File: config.mk
export PLATFORM = sky130hd
export DESIGN_NAME = collatz_inverse_search
export DESIGN_NICKNAME = d
export VERILOG_FILES = /design/src/rtl/collatz_inverse_search.sv
export SDC_FILE = /design/constraint.sdc
export NUM_CORES = 1
export LEC_CHECK = 0
export BUFFER_PORTS_ARGS = -buffer_cell sky130_fd_sc_hd__buf_2
export CAP_MARGIN = 10
export CORE_UTILIZATION = 51
export CTS_CLUSTER_DIAMETER = 150
export CTS_CLUSTER_SIZE = 12
export DETAILED_ROUTE_END_ITERATION = 8
export PLACE_DENSITY = 0.78
export SLEW_MARGIN = 25
export SYNTH_ARGS = -nofsm -noshare
export SYNTH_HDL_FRONTEND = slang
export SYNTH_SLANG_ARGS = --single-unit
File: constraint.sdc
create_clock -name clk -period 2.72 [get_ports clk]
set_input_delay 0.136 -clock clk [delete_from_list [all_inputs] [get_ports clk]]
set_output_delay 0.136 -clock clk [all_outputs]
set_load 0.01 [all_outputs]
File: src/rtl/collatz_inverse_search.sv
// Collatz inverse search: finds the smallest N in [1, N_MAX] whose Collatz
// step count equals K. The search runs one Collatz operation per cycle. A
// candidate is dropped as soon as its step count passes K, or when 3n+1 does
// not fit in W bits.
module collatz_inverse_search #(
  parameter int unsigned W     = 16,
  parameter int unsigned N_MAX = 1000
) (
  input  logic         clk,
  input  logic         rst,
  input  logic         start,
  input  logic [7:0]   k_in,
  output logic [W-1:0] n_out,
  output logic         busy,
  output logic         done,
  output logic         fail
);

  typedef enum logic [2:0] {
    StIdle, StLoad, StStep, StCheck, StNext, StDone, StFail
  } state_e;

  localparam logic [W-1:0] NMax  = W'(N_MAX);
  localparam logic [W-1:0] One   = W'(1);
  // Largest trajectory value that still fits in W bits.
  localparam logic [W+1:0] Limit = {2'b00, {W{1'b1}}};

  state_e         state_q, state_d;
  logic [7:0]     k_q, k_d;
  logic [7:0]     cnt_q, cnt_d;
  logic [W-1:0]   cand_q, cand_d;
  logic [W-1:0]   n_q, n_d;
  logic [W-1:0]   n_out_q, n_out_d;
  logic [W+1:0]   triple;
  logic [7:0]     cnt_inc;

  // 3n+1 is formed as n + 2n + 1 at W+2 bits, so an overflow is visible.
  assign triple  = {2'b00, n_q} + {1'b0, n_q, 1'b0} + {{(W+1){1'b0}}, 1'b1};
  assign cnt_inc = (cnt_q == 8'hFF) ? cnt_q : cnt_q + 8'd1;

  // Next-state logic and datapath updates for the search FSM.
  always_comb begin
    state_d = state_q;
    k_d     = k_q;
    cnt_d   = cnt_q;
    cand_d  = cand_q;
    n_d     = n_q;
    n_out_d = n_out_q;
    unique case (state_q)
      StIdle, StDone, StFail: begin
        if (start) begin
          k_d     = k_in;
          cand_d  = One;
          n_out_d = '0;
          state_d = StLoad;
        end
      end
      StLoad: begin
        n_d     = cand_q;
        cnt_d   = 8'd0;
        state_d = StStep;
      end
      StStep: begin
        if (n_q == One) begin
          state_d = StCheck;
        end else if (cnt_q == k_q) begin
          // The count has already reached K and n is not 1, so this candidate cannot match.
          state_d = StNext;
        end else if (n_q[0]) begin
          if (triple > Limit) begin
            state_d = StNext;
          end else begin
            n_d   = triple[W-1:0];
            cnt_d = cnt_inc;
          end
        end else begin
          n_d   = n_q >> 1;
          cnt_d = cnt_inc;
        end
      end
      StCheck: begin
        if (cnt_q == k_q) begin
          n_out_d = cand_q;
          state_d = StDone;
        end else begin
          state_d = StNext;
        end
      end
      StNext: begin
        if (cand_q == NMax) begin
          n_out_d = '0;
          state_d = StFail;
        end else begin
          cand_d  = cand_q + One;
          state_d = StLoad;
        end
      end
      default: state_d = StIdle;
    endcase
  end

  // State and datapath registers with synchronous active-high reset.
  always_ff @(posedge clk) begin
    if (rst) begin
      state_q <= StIdle;
      k_q     <= '0;
      cnt_q   <= '0;
      cand_q  <= '0;
      n_q     <= '0;
      n_out_q <= '0;
    end else begin
      state_q <= state_d;
      k_q     <= k_d;
      cnt_q   <= cnt_d;
      cand_q  <= cand_d;
      n_q     <= n_d;
      n_out_q <= n_out_d;
    end
  end

  // Status outputs are decoded directly from the state.
  always_comb begin
    busy  = (state_q == StLoad) || (state_q == StStep) ||
            (state_q == StCheck) || (state_q == StNext);
    done  = (state_q == StDone);
    fail  = (state_q == StFail);
    n_out = n_out_q;
  end

endmodule
==> implementation parameters, run 1 <==
Parameter                              Value

Final layout
  Proportion of layout cells with a drive suffix above 1 ... 27.4%
  Most common cell after layout, fill and taps aside ... nor2_1
  Sequential cell area in the final layout ... 1360 µm²
  Total number of nets in the final design ... 627
  Area growth from synthesis to layout ... 22.4%
  Multi-input gate area ... 3180 µm²
  Commonest cells after routing, fill and taps aside ... nor2_1 (66), dfxtp_1 (56), buf_4 (36)
  Antenna Cells ... 0
  Fillers ... 677

Placed design
  Worst-case setup slack after placement ... -0.203 ns
  Number of port buffers ... 29
  Placer Congestion ... 0.913
  DPL Wire Length ... 8320 µm

GRT
  Pin count of the biggest net entering global routing ... 39
  Global-route usage over all layers ... 25.9%
  Total congestion overflow after global routing ... 0
  Vias in the first global route ... 3,939
  Initial antenna violation count ... 0
  Global-route wire length before repair ... 18,500 µm

Synth
  Share of flip-flops with an asynchronous set or reset ... 0%
  Yosys warnings ... 0
  Avg Cell Area, Syn ... 8.51 µm²
  Largest cells by area after synthesis ... dfxtp_1 (30%), ha_1 (7.7%), mux2i_1 (6.0%), nor2_1 (5.6%), xnor2_1 (3.3%)
  Synth cell types ... 72
  Main synth FF type ... dfxtp_1
  Library cell occupying the most area in the post-synthesis netlist ... dfxtp_1
  Proportion of netlist area held by the largest area contributor ... 29.6%
  Sequential element share of the synthesized area ... 29.6%
  Post-Syn Area ... 4530 µm²
  Number of flip-flops and latches in the synthesized netlist ... 67
  Synthesized net count ... 572
  Number of instances in the synthesized netlist ... 532
  Number of enable flip-flop cells after synthesis ... 0

Timing
  Total setup violations reported at the end of the flow ... 0
  Smallest setup slack after layout ... 0.0136 ns
  Skew final ... 0.00676 ns
  Final min period ... 2.71 ns
  Share of the clock period used by the worst path after layout ... 99.5%
  Slew headroom ... 55.2%
  Actual slew at the worst max-slew pin ... 0.673 ns
  Post-route worst hold slack ... 0.0153 ns
  Endpoints failing hold ... 0
  Max Clk Rate ... 369 MHz
  Number of max-slew violations in the final report ... 0

Detailed routing
  Detailed-route wire length per cell ... 17.0 µm
  Post-Route WL ... 11,900 µm
  First-iteration detailed-routing DRC count ... 245
  Pre-Repair DR Iteration Count ... 4
  DRC violation count after routing ... 0
  Number of routed nets with antenna violations ... 0
  Via-to-Cell Ratio ... 6.07
  Via count ... 4,246

Floorplanning
  Initial Utilization ... 52.4%
  Area of the core ... 8640 µm²
  Overall die area ... 9260 µm²
  Die outline width ... 96.2 µm
  Overall die height ... 96.2 µm
  Top-Level Pins ... 30
  Number of rows in the core area ... 34

Critical path
  Critical path class ... reg -> reg
  Origin of the critical flop-to-flop path ... n_q[10]
  Largest fanout on the critical path ... 6
  Sort of element at the start of the critical path ... register
  Capturing element type of the critical path ... register
  CP arrival ... 2.95 ns
  Launch point of the critical path ... n_q[10]
  Data required time of the worst path ... 2.96 ns

Worst hold path
  Hold Path Origin ... k_in[5]
  Hold WC Path Type ... in -> reg

Clocking
  Maximum buffer depth of the clock tree ... 2
  CTS Root Buffer Type ... clkbuf_8
  Clock slew at reported path FFs ... 0.07 ns
  H-tree depth ... 3
  CTS tree ... built
  Clock buffer count from CTS ... 9
  Clock Latency Late Sink ... 0.35 ns
  Hold buffer count at CTS ... 0
  Total number of clock tree sinks ... 67

Power and ir drop
  Power density normalized to cell area ... 761 nW/µm²
  PnR Total Power ... 0.00422 W
  Worst IR Drop VDD ... 0.000369 V
  Leakage power total ... 2.33 nW

Run
  Maxcap violations ... 0

Outcome
  Outcome ... finished clean
critical path, cell delays in order (launching register included):
cell      delay, ns
dfxtp_2        0.35
inv_1          0.08
ha_1           0.34
buf_4          0.17
a31oi_1        0.23
nor2b_4        0.21
a21oi_4        0.08
xnor2_4        0.16
o311ai_4       0.36
nand3_4        0.14
buf_6          0.17
o32ai_1        0.30
report_power, final:
part / total, W / internal, W / switching [W]
Sequential: 0.00116 / 0.00107 / 0.0000864
Combinational: 0.00204 / 0.000820 / 0.00122
Clock: 0.00102 / 0.000610 / 0.000407
final cells by class:
type                    instances  share of cell area (%)
well taps                     108                    2.44
clock inverters                 6                    2.06
flip-flops and latches         67                    24.6
inverters                      29                    1.97
multi-input cells             408                    57.4
clock buffers                  10                    2.30
repair buffers                 72                    9.31
final timing paths:
check             endpoint  slack [ns]  depth (start not counted)
setup / recovery    n_q[1]        0.01                         11
hold / removal      k_q[5]        0.02                          3
setup reg to reg    n_q[1]        0.01                         11
hold reg to reg   n_out[5]        0.50                          2
registers in the layout, summed over array words and instances, names as in the netlist:
signal and flops:
cnt_q 8, state_q 3, cand_q 16, k_q 8, n_q 16, n_out 16
synth_stat cells, types with 5 or more instances:
library cell / n
clkbuf_1: 17
ha_1: 28
nor2_1: 68
o21ai_0: 27
and3_1: 21
buf_2: 7
a21o_1: 5
dfxtp_1: 67
xnor2_1: 17
inv_1: 29
mux2i_1: 27
a21oi_1: 21
nand4_1: 6
xor2_1: 17
nor2b_1: 6
o32ai_2: 8
nor3_1: 6
nand3_1: 15
a31oi_1: 15
nand2_1: 32
o32ai_1: 6
logic make-up after synthesis:
logic type | synth area share (%)
flops | 29.6
mux | 5.97
compound gates | 22.2
fa+ha+maj | 8.18
xor+xnor | 7.19
simple gates | 21.6
buf+inv | 5.25
timing repair:
action	in CTS	in global routing
pin swaps	6	10
resized for setup	8	48
setup endpoints to repair	24	26
buffers inserted	3	1
layer usage:
| layer | global-route usage, % | up-vias | share of wire (%) |
|---|---|---|---|
| met1 | 31.9 | 2045 | 44 |
| li1 | - | 2030 | - |
| met3 | 4.27 | 29 | 4.6 |
| met4 | 10.9 | 0 | 2.8 |
| met2 | 44.5 | 142 | 49 |
| met5 | 0 | - | 0 |
stage by stage:
| step | area [µm²] | utilization [%] | setup TNS, ns | cells |
|---|---|---|---|---|
| after CTS | 5310 | 61.4 | 0 | 699 |
| after global routing | 5540 | 64.1 | -0.200 | 700 |
| after global placement | 5000 | 57.9 | -0.000648 | 680 |
| after floorplan | 4540 | - | 0 | 532 |
| final | 5540 | 64.1 | 0 | 700 |
| after detailed placement | 5000 | 57.9 | -2.64 | 680 |
Power figures use the tool's default switching activity.
==> run 2: changes to the inputs <==
- PLACE_DENSITY: 0.78 -> 0.75
- clock period: 2.72 -> 3.2 ns (I/O delays scaled with it)
==> run 2 against run 1 <==
Effect of this change: sequential power shrank 12%; via count shrank 6.3%; clock power fell by 19%; wire length decreased by 8.6%; non-clock buffer count decreased by 31; fmax decreased by 11%; final cell count down 4.4%; utilization down 5.8 points; count of clock-buffer cells in the layout unchanged; critical path type unchanged; largest cell class unchanged.
==> implementation parameters, run 2 (synthesis results as in run 1) <==
Parameter                              Value

Outcome
  Outcome ... finished clean

Clocking
  Total number of clock tree sinks ... 67
  Hold buffer count at CTS ... 0
  Clock buffer count from CTS ... 9
  Clock Latency Late Sink ... 0.35 ns
  Maximum buffer depth of the clock tree ... 2
  H-tree depth ... 3
  CTS tree ... built
  CTS Root Buffer Type ... clkbuf_8
  Clock slew at reported path FFs ... 0.08 ns

GRT
  Total congestion overflow after global routing ... 0
  Pin count of the biggest net entering global routing ... 39
  Global-route usage over all layers ... 24.9%
  Global-route wire length before repair ... 17,900 µm
  Initial antenna violation count ... 0
  Vias in the first global route ... 3,748

Detailed routing
  First-iteration detailed-routing DRC count ... 295
  DRC violation count after routing ... 0
  Via-to-Cell Ratio ... 5.95
  Via count ... 3,979
  Detailed-route wire length per cell ... 16.3 µm
  Post-Route WL ... 10,900 µm
  Pre-Repair DR Iteration Count ... 5
  Number of routed nets with antenna violations ... 0

Run
  Maxcap violations ... 0

Floorplanning
  Overall die area ... 9260 µm²
  Top-Level Pins ... 30
  Initial Utilization ... 52.4%
  Overall die height ... 96.2 µm
  Die outline width ... 96.2 µm
  Number of rows in the core area ... 34
  Area of the core ... 8640 µm²

Timing
  Number of max-slew violations in the final report ... 0
  Endpoints failing hold ... 0
  Skew final ... 0.00899 ns
  Total setup violations reported at the end of the flow ... 0
  Final min period ... 3.05 ns
  Actual slew at the worst max-slew pin ... 0.698 ns
  Post-route worst hold slack ... 0.0412 ns
  Max Clk Rate ... 328 MHz
  Slew headroom ... 53.4%
  Share of the clock period used by the worst path after layout ... 95.2%

Critical path
  Data required time of the worst path ... 3.42 ns
  Capturing element type of the critical path ... register
  Origin of the critical flop-to-flop path ... n_q[2]
  Critical path class ... reg -> reg
  Reg-to-reg setup timing slack ... 0.15 ns
  Launch point of the critical path ... n_q[2]
  Sort of element at the start of the critical path ... register
  CP arrival ... 3.27 ns
  Capture point of the critical path ... n_q[4]
  Crit Reg-Reg Endpoint ... n_q[4]
  Number of cell instances on the worst register-to-register path ... 10
  Largest fanout on the critical path ... 14

Power and ir drop
  Power density normalized to cell area ... 652 nW/µm²
  Worst IR Drop VDD ... 0.000287 V
  Leakage power total ... 2.13 nW

Final layout
  Proportion of layout cells with a drive suffix above 1 ... 16.0%
  Antenna Cells ... 0
  End-of-flow core utilization ... 58.3%
  Area growth from synthesis to layout ... 11.3%
  Total number of nets in the final design ... 596
  Most common cell after layout, fill and taps aside ... nor2_1
  Post-route cell area ... 5040 µm²
  Fillers ... 765
  Commonest cells after routing, fill and taps aside ... nor2_1 (68), dfxtp_1 (67), nand2_1 (32)

Worst hold path
  Hold WC Path Type ... in -> reg

Placed design
  Number of port buffers ... 29
  Placer Congestion ... 0.919
  DP Area ... 4770 µm²
  DPL Wire Length ... 7950 µm
run 2: cell count changes in the layout (fill, tap and decap cells not counted), sizes merged:
cell	change
clkinvlp	-2
bufinv	-1
inv	+3
buf	-31
run 2: cell type report:
class / count / area [µm²] / area share [%]
Inverter: 29 / 109 / 2.16
Clock buffer: 10 / 138 / 2.73
Multi-Input combinational cell: 408 / 2960 / 58.8
Tap cell: 108 / 135 / 2.68
Sequential cell: 67 / 1340 / 26.6
Clock inverter: 6 / 95.1 / 1.89
Timing Repair Buffer: 41 / 260 / 5.17
run 2: worst min path at each step:
stage | startpoint | to | slack (ns) | cells after the start
global route | k_in[2] | k_q[2] | 0.05 | 3
CTS | k_in[4] | k_q[4] | 0.04 | 3
finish | k_in[4] | k_q[4] | 0.04 | 3
global placement | k_in[0] | k_q[0] | 0.39 | 3
floorplan | k_in[0] | k_q[0] | 0.30 | 2
detailed placement | k_in[6] | k_q[6] | 0.40 | 3
run 2: where the power goes:
group | switching (W) | internal, W
registers | 0.000113 | 0.000908
logic | 0.000893 | 0.000546
clock network | 0.000354 | 0.000470
total | 0.00136 | 0.00192
run 2: metrics by stage:
stage | setup WS, ns | instances | TNS (ns) | total power, W
6_report | 0.154 | 669 | 0 | 0.00328
5_1_grt | -0.00570 | 669 | -0.00570 | 0.00347
4_1_cts | 0.148 | 666 | 0 | 0.00324
3_5_place_dp | -0.0549 | 650 | -0.419 | 0.00242
3_3_place_gp | 0.122 | 650 | 0 | 0.00237
2_1_floorplan | 0.299 | 532 | 0 | 0.00209
run 2: repair_timing:
item | 4_1_cts | 5_1_grt
setup buffers | 0 | 3
gates resized for setup | 1 | 0
pin swaps | 0 | 1
setup endpoints to repair | 14 | 3
run 2: layer usage:
metal	track usage [%]	vias to the layer above	share of wire, %
li1	-	1968	-
met1	32.8	1886	47
met2	41.4	115	47
met3	3.48	10	4.5
met4	8.21	0	0.98
met5	0	-	0
run 2: worst max-delay path, cell delays in order (launching register included):
cell and delay, ns:
dfxtp_1 0.41, inv_1 0.10, ha_1 0.39, a21oi_2 0.26, nor2b_1 0.09, nor4b_1 0.26
o21ai_1 0.17, o21ba_2 0.28, nor4_1 0.43, or3_4 0.37, o32ai_1 0.14
==> run 3: changes to the inputs <==
- CORE_ASPECT_RATIO: not set -> 0.7
- CORE_MARGIN: not set -> 3
==> run 3 against run 2 <==
Effect of this change: combinational power is 5% higher; first-iteration DRC count grew 12%; sequential power about the same; final cell count rose by 1.6%; critical path depth did not move; clock skew decreased by 0.0037 ns; count of clock-buffer cells in the layout unchanged; non-clock buffer count did not move; fmax up 1.4%; wire length grew 3.7%; utilization up 1.8 points; worst setup slack improved by 0.043 ns; critical path type unchanged; critical endpoint unchanged.
==> implementation parameters, run 3 (synthesis results as in run 1) <==
Parameter                              Value

Critical path
  Largest fanout on the critical path ... 14
  Data required time of the worst path ... 3.40 ns
  Critical path class ... reg -> reg
  Capturing element type of the critical path ... register
  Sort of element at the start of the critical path ... register
  Number of cell instances on the worst register-to-register path ... 10
  CP arrival ... 3.21 ns

Power and ir drop
  Power density normalized to cell area ... 689 nW/µm²
  Combinational share of power ... 42.5%
  NetSw ... 0.00140 W
  Fraction of power spent switching nets ... 39.6%
  Internal power summed over all cells ... 0.00214 W
  Leakage power total ... 2.17 nW
  Sequential cell fraction of total power ... 28.0%
  Clock share of power ... 29.5%
  Worst IR Drop VDD ... 0.000335 V

Placed design
  Worst-case setup slack after placement ... -0.126 ns
  DPL Wire Length ... 8050 µm
  Placer Congestion ... 0.916
  Number of port buffers ... 29
  DP Area ... 4790 µm²

Timing
  Max Clk Rate ... 333 MHz
  Share of the clock period used by the worst path after layout ... 93.8%
  Number of max-slew violations in the final report ... 0
  Actual slew at the worst max-slew pin ... 0.688 ns
  Final min period ... 3.00 ns
  Smallest setup slack after layout ... 0.197 ns
  Total setup violations reported at the end of the flow ... 0
  Skew final ... 0.00532 ns
  RSZ-0062 raised after global routing ... false
  Endpoints failing hold ... 0
  Slew headroom ... 54.2%
  Final sum of negative setup slack ... 0 ns
  Post-route worst hold slack ... 0.0608 ns

Floorplanning
  Area of the core ... 8550 µm²
  Number of rows in the core area ... 28
  Top-Level Pins ... 30
  Initial Utilization ... 53.0%
  Die outline width ... 119 µm
  Overall die height ... 84.8 µm
  Overall die area ... 10,100 µm²

GRT
  Pin count of the biggest net entering global routing ... 39
  Global-route usage over all layers ... 23.2%
  Vias in the first global route ... 3,836
  Initial antenna violation count ... 0
  Total congestion overflow after global routing ... 0
  Global-route wire length before repair ... 19,100 µm

Clocking
  CTS tree ... built
  Clock Latency Late Sink ... 0.33 ns
  Clock slew at reported path FFs ... 0.06 ns
  Total number of clock tree sinks ... 67
  Maximum buffer depth of the clock tree ... 2
  H-tree depth ... 3
  CTS Root Buffer Type ... clkbuf_16
  Clock buffer count from CTS ... 9

Final layout
  Antenna Cells ... 0
  Area growth from synthesis to layout ... 13.5%
  Commonest cells after routing, fill and taps aside ... nor2_1 (68), dfxtp_1 (67), nand2_1 (32)
  Post-route cell area ... 5140 µm²
  Total number of nets in the final design ... 596
  Proportion of layout cells with a drive suffix above 1 ... 15.9%
  Most common cell after layout, fill and taps aside ... nor2_1

Outcome
  Outcome ... finished clean

Detailed routing
  DRC violation count after routing ... 0
  Via-to-Cell Ratio ... 5.94
  Pre-Repair DR Iteration Count ... 5
  Via count ... 4,041
  Detailed-route wire length per cell ... 16.6 µm
  First-iteration detailed-routing DRC count ... 331
  Number of routed nets with antenna violations ... 0
  Post-Route WL ... 11,300 µm

Worst hold path
  Hold path depth ... 3
  Hold WC Path Type ... in -> reg

Run
  Maxcap violations ... 0
## run 3: metal layers
metal / part of all wire [%] / routed length (µm) / vias up / GRT usage [%]
met1: 47 / 5340 / 1917 / 31.9
met2: 45 / 5130 / 131 / 36.2
met3: 5.9 / 669 / 22 / 6.33
li1: - / - / 1971 / -
met4: 1.5 / 166 / 0 / 5.99
met5: 0 / 0 / - / 0
## run 3: cell type report
class                      count  area [µm²]
fill                         742        3410
multi-input combinational    408        2970
sequential                    67        1340
timing repair buffer          41         260
clock buffer                  10         229
tap                          120         150
inverter                      29         109
clock inverter                 5        78.8
## run 3: critical path: stages, from the launching register on
cell and delay (ns):
dfxtp_1 0.36, inv_1 0.09, ha_1 0.39, a21oi_1 0.28, nor2_1 0.09, a211oi_2 0.41, a21oi_4 0.12, xnor2_4 0.18
nor4_1 0.43, or3_4 0.37, o32ai_1 0.14
## run 3: through the flow
step                      std cells  total power (W)  util (%)
after global placement          664          0.00240      56.0
after floorplan                 532          0.00209         -
after detailed placement        664          0.00245      56.0
after CTS                       679          0.00350      59.6
after global routing            680          0.00374      60.1
final                           680          0.00354      60.1
## run 3: power groups by stage
stage / sequential, W / clock (W) / combinational [W]
after floorplan: 0.000987 / 0 / 0.00111
after global placement: 0.00100 / 0 / 0.00140
after detailed placement: 0.00100 / 0 / 0.00144
after CTS: 0.000989 / 0.00106 / 0.00146
after global routing: 0.00100 / 0.00110 / 0.00164
final: 0.000991 / 0.00104 / 0.00151
## run 3: what timing repair did
item	CTS	global route
gates cloned	0	0
gates resized for setup	1	3
endpoints found under the setup margin	14	16
buffers inserted	0	1
pin swaps	0	2
hold buffers	0	0
## run 3: path summary, 6_finish.rpt
path | startpoint | end | slack [ns]
setup / recovery | n_q[4] | n_q[4] | 0.20
hold / removal | k_in[2] | k_q[2] | 0.06
setup reg to reg | n_q[4] | n_q[4] | 0.20
hold reg to reg | n_out[11] | n_out[11] | 0.49
